`config.mk`:
```
export PLATFORM = sky130hd
export DESIGN_NAME = bcd_to_bin
export DESIGN_NICKNAME = d
export VERILOG_FILES = /design/src/rtl/bcd_to_bin.sv
export SDC_FILE = /design/constraint.sdc
export NUM_CORES = 1
export LEC_CHECK = 0
export BUFFER_PORTS_ARGS = -buffer_cell sky130_fd_sc_hd__buf_2
export CAP_MARGIN = 10
export CORE_ASPECT_RATIO = 1.2
export CORE_MARGIN = 5
export CORE_UTILIZATION = 34
export CTS_CLUSTER_SIZE = 16
export DETAILED_ROUTE_END_ITERATION = 7
export GPL_TIMING_DRIVEN = 0
export PLACE_DENSITY_LB_ADDON = 0.05
export SLEW_MARGIN = 20
export SYNTH_ARGS = -nofsm -noshare
export SYNTH_HDL_FRONTEND = slang
export SYNTH_SLANG_ARGS = --single-unit
```
`constraint.sdc`:
```
create_clock -name clk -period 2.3 [get_ports clk]
set_input_delay 0.115 -clock clk [delete_from_list [all_inputs] [get_ports clk]]
set_output_delay 0.115 -clock clk [all_outputs]
set_load 0.05 [all_outputs]
```
`src/rtl/bcd_to_bin.sv`:
```
// Converts three latched BCD keypad digits plus a sign flag into a signed
// two's-complement value in tenths, one digit per clock.
module bcd_to_bin #(
  parameter logic [3:0] BLANK = 4'hF,
  parameter int         OUT_W = 11
) (
  input  logic                    clk,
  input  logic                    rst,
  input  logic                    start,
  input  logic [3:0]              tens,
  input  logic [3:0]              units,
  input  logic [3:0]              tenths,
  input  logic                    sign_mode,
  output logic                    busy,
  output logic                    done,
  output logic                    err,
  output logic signed [OUT_W-1:0] value
);

  localparam logic [2:0] IDLE  = 3'd0;
  localparam logic [2:0] ACC_T = 3'd1;
  localparam logic [2:0] ACC_U = 3'd2;
  localparam logic [2:0] ACC_D = 3'd3;
  localparam logic [2:0] FIN   = 3'd4;
  localparam logic [2:0] ERR   = 3'd5;

  logic [2:0]              state_q, state_d;
  logic [9:0]              acc_q, acc_d;
  logic [3:0]              tens_q, tens_d;
  logic [3:0]              units_q, units_d;
  logic [3:0]              tenths_q, tenths_d;
  logic                    sign_q, sign_d;
  logic                    busy_q, busy_d;
  logic                    done_q, done_d;
  logic                    err_q, err_d;
  logic signed [OUT_W-1:0] value_q, value_d;

  logic [9:0]              acc_x10;
  logic signed [OUT_W-1:0] acc_ext;
  logic                    illegal_in;

  function automatic logic [3:0] dval(input logic [3:0] x);
    return (x == BLANK) ? 4'd0 : x;
  endfunction

  function automatic logic is_illegal(input logic [3:0] x);
    return (x >= 4'd10) && (x <= 4'd14);
  endfunction

  // acc never exceeds 99 when multiplied, so 10 bits hold the product.
  assign acc_x10    = {acc_q[6:0], 3'b000} + {acc_q[8:0], 1'b0};
  assign acc_ext    = OUT_W'(acc_q);
  assign illegal_in = is_illegal(tens) || is_illegal(units) || is_illegal(tenths);

  always_comb begin
    state_d  = state_q;
    acc_d    = acc_q;
    tens_d   = tens_q;
    units_d  = units_q;
    tenths_d = tenths_q;
    sign_d   = sign_q;
    busy_d   = busy_q;
    done_d   = 1'b0;
    err_d    = err_q;
    value_d  = value_q;
    case (state_q)
      IDLE: begin
        if (start) begin
          tens_d   = tens;
          units_d  = units;
          tenths_d = tenths;
          sign_d   = sign_mode;
          err_d    = 1'b0;
          busy_d   = 1'b1;
          acc_d    = 10'd0;
          state_d  = illegal_in ? ERR : ACC_T;
        end
      end
      ACC_T: begin
        acc_d   = {6'd0, dval(tens_q)};
        state_d = ACC_U;
      end
      ACC_U: begin
        acc_d   = acc_x10 + {6'd0, dval(units_q)};
        state_d = ACC_D;
      end
      ACC_D: begin
        acc_d   = acc_x10 + {6'd0, dval(tenths_q)};
        state_d = FIN;
      end
      FIN: begin
        // Negating a zero accumulator yields zero, so no negative zero appears.
        value_d = sign_q ? -acc_ext : acc_ext;
        done_d  = 1'b1;
        busy_d  = 1'b0;
        state_d = IDLE;
      end
      ERR: begin
        value_d = '0;
        err_d   = 1'b1;
        done_d  = 1'b1;
        busy_d  = 1'b0;
        state_d = IDLE;
      end
      default: begin
        busy_d  = 1'b0;
        state_d = IDLE;
      end
    endcase
  end

  always_ff @(posedge clk or negedge rst) begin
    if (!rst) begin
      state_q  <= IDLE;
      acc_q    <= 10'd0;
      tens_q   <= 4'd0;
      units_q  <= 4'd0;
      tenths_q <= 4'd0;
      sign_q   <= 1'b0;
      busy_q   <= 1'b0;
      done_q   <= 1'b0;
      err_q    <= 1'b0;
      value_q  <= '0;
    end else begin
      state_q  <= state_d;
      acc_q    <= acc_d;
      tens_q   <= tens_d;
      units_q  <= units_d;
      tenths_q <= tenths_d;
      sign_q   <= sign_d;
      busy_q   <= busy_d;
      done_q   <= done_d;
      err_q    <= err_d;
      value_q  <= value_d;
    end
  end

  assign busy  = busy_q;
  assign done  = done_q;
  assign err   = err_q;
  assign value = value_q;

endmodule
```
==> results_dict.tcl <==
set metrics [dict create \
    outcome "complete, no violations" \
    mostFrequentLayoutCells "dfrtp_1 (35), buf_2 (30), nand2_1 (19)" \
    pwr-share-seq_pct 30.8 \
    cts-root-buf "clkbuf_8" \
    syn_area_mm2 0.00223 \
    area_delta_synth_final_pct 20.2 \
    hpwlAfterDp_um 3930 \
    seqCellArea_mm2 0.00101 \
    num_vias 1729 \
    rsz0062_at_grt "true" \
    dieWidth_um 84.0 \
    firstDrtPassIters 4 \
    viasPerCell 5.06 \
    yosysTopAreaCell "dfrtp_1" \
    synth_top_area_share_pct 44.8 \
    clock_latency_ns 0.29 \
    ys_seq_elements 40 \
    coreArea_mm2 0.00641 \
    worst_pin_slew_ns 0.920 \
    ant_nets 0 \
    p_int_mw 2.32 \
    drc 0 \
    p_sw_share_pct 46.7 \
    maxClockFrequency_ghz 0.439 \
    critPathLaunchType "flop" \
    routedWlPerCell_um 15.2 \
    synthFlopType "dfrtp_1" \
    first_global_vias 1804 \
    nets 285 \
    async_reset_ff_share_pct 100 \
    stdcell_area_mm2 0.00268 \
    synth_nets 244 \
    critical_path.endpoint_type "flop" \
    fin_crit_sh_pct 99.0 \
    place_congestion 0.760 \
    overflow 0 \
    grt_first_pass_wirelength_um 8910 \
    p_switching_mw 2.03 \
    setup_violations 0 \
    postPlaceCellArea_mm2 0.00249 \
    fin_skew_ns 0.00476 \
    drv_cap 0 \
    multi_input_area_mm2 0.00123 \
    die_area_mm2 0.00829 \
    design_power_total_mw 4.35 \
    cp.arrival_ns 2.45 \
    drive_gt1_share_pct 30.0 \
    n_antenna_cell 0 \
    path_clk_slew_ns 0.08 \
    cts_tree "built" \
    hold_ws_ns 0.0689 \
    ys_seq_area_share_pct 44.8 \
    ys_types 45 \
    cts.sinks 40 \
    path_max_fanout 4 \
    antenna_found_initial 0 \
    period_needed_ns 2.28 \
    placementRows 32 \
    finalHoldViolations 0 \
    synth_edf_count 0 \
    hold_start "units[3]" \
    ys_warn_count 0 \
    start_util_pct 34.8 \
    cts_buffers 5 \
    synthTopCellsByArea "dfrtp_1 (45%), mux2_2 (6.6%), ha_1 (5.6%)" \
    portBuffers 29 \
    slew-limit-headroom_pct 38.7 \
    layout_commonest_cell "dfrtp_1" \
    p_leak_nw 1.22 \
    worstSetupPathType "reg2reg" \
    slew_violations 0 \
    ioPinCount 30 \
    die_h_um 98.8 \
    final_util_pct 41.9 \
    ir_worst_vdd_mv 0.634 \
    crit_start "state_q[1]" \
    postSynthCellCount 216 \
    grt_usage_pct 13.3 \
    reg2reg_from "state_q[1]" \
    finalSetupTns_ns 0 \
    clkPwrFrac_pct 10.3 \
    power_density_mw_per_mm2 1620 \
    wl_um 5210 \
    avgSynthCellArea_um2 10.3 \
    drt_iter0_drc 31 \
    fill_cells 658 \
    hold_path.class "in2reg" \
    comb_power_share_pct 58.9 \
    clockBufferDepth 2 \
    cts.htree.levels 2 \
    grt_max_degree 41 \
    cp.required_ns 2.47 \
]
[metal layers]
layer / vias to the layer above / wire [um] / GRT usage, %
met5: - / 0 / 0
met4: 0 / 57 / 3.34
met3: 6 / 134 / 2.68
met2: 23 / 2830 / 25.0
met1: 841 / 2190 / 15.3
li1: 859 / - / -
[through the flow]
step,cells,setup WS (ns)
final,342,0.0236
after global routing,342,-0.165
after CTS,341,0.00874
after detailed placement,330,-0.293
after global placement,330,-0.277
after floorplan,216,0.00283
[worst paths after layout]
kind | end | slack [ns] | cells after the start
max | acc_q[3] | 0.02 | 11
min | units_q[3] | 0.07 | 2
max reg2reg | acc_q[3] | 0.02 | 11
min reg2reg | value[8] | 0.47 | 2
max in group asynchronous | acc_q[2] | 1.16 | 2
min in group asynchronous | done | 0.51 | 2
[state kept, by name (all words and copies together), names as in the netlist]
name      flops
value        11
acc_q        10
tens_q        4
tenths_q      4
units_q       4
state_q       3
busy          1
done          1
err           1
sign_q        1
[cells by family after synthesis]
group / synth area share (%)
buf+inv: 3.25
mux: 7.01
simple gates: 12.1
fa+ha+maj: 7.40
xor+xnor: 7.85
flops: 44.8
compound gates: 17.5
[what timing repair did]
action / 4_1_cts / 5_1_grt
resized for setup: 12 / 6
endpoints found under the hold margin: 22 / 0
pin swaps: 6 / 8
endpoints found under the setup margin: 8 / 7
setup buffers: 5 / 1
hold buffers: 1 / 0
cloned: 0 / 0
[cell usage after synthesis (all sizes together), types with 3 or more instances]
library cell / number
dfrtp: 40
nand2: 20
o21ai: 20
mux2: 13
inv: 12
xor2: 12
ha: 10
nor2: 10
a22o: 9
xnor2: 8
a21oi: 7
clkbuf: 6
nor3: 5
a31oi: 4
a222oi: 3
o31ai: 3
or2: 3
[power groups by stage]
stage | clock, mW | sequential [mW] | combinational [mW]
detailed placement | 0 | 1.33 | 2.37
CTS | 0.470 | 1.34 | 2.49
finish | 0.447 | 1.34 | 2.56
floorplan | 0 | 1.59 | 1.54
global route | 0.496 | 1.39 | 2.84
global placement | 0 | 1.32 | 2.33
[final cells by class]
class,instances,area share [%]
repair buffers,36,7.46
inverters,12,1.68
clock buffers,6,2.70
multi-input cells,157,45.7
well taps,85,3.96
flip-flops and latches,40,37.5
plain buffers,5,0.746
clock inverters,1,0.186
[critical path, stage by stage (launching register included)]
cell	delay (ns)
dfrtp_1	0.40
inv_2	0.11
nor2_4	0.06
nand2_2	0.07
a41oi_2	0.05
a22o_1	0.27
ha_4	0.18
fa_2	0.38
buf_4	0.15
xor2_1	0.13
a222oi_1	0.30
inv_1	0.07
Note: power is estimated with default switching activity, not from simulation.
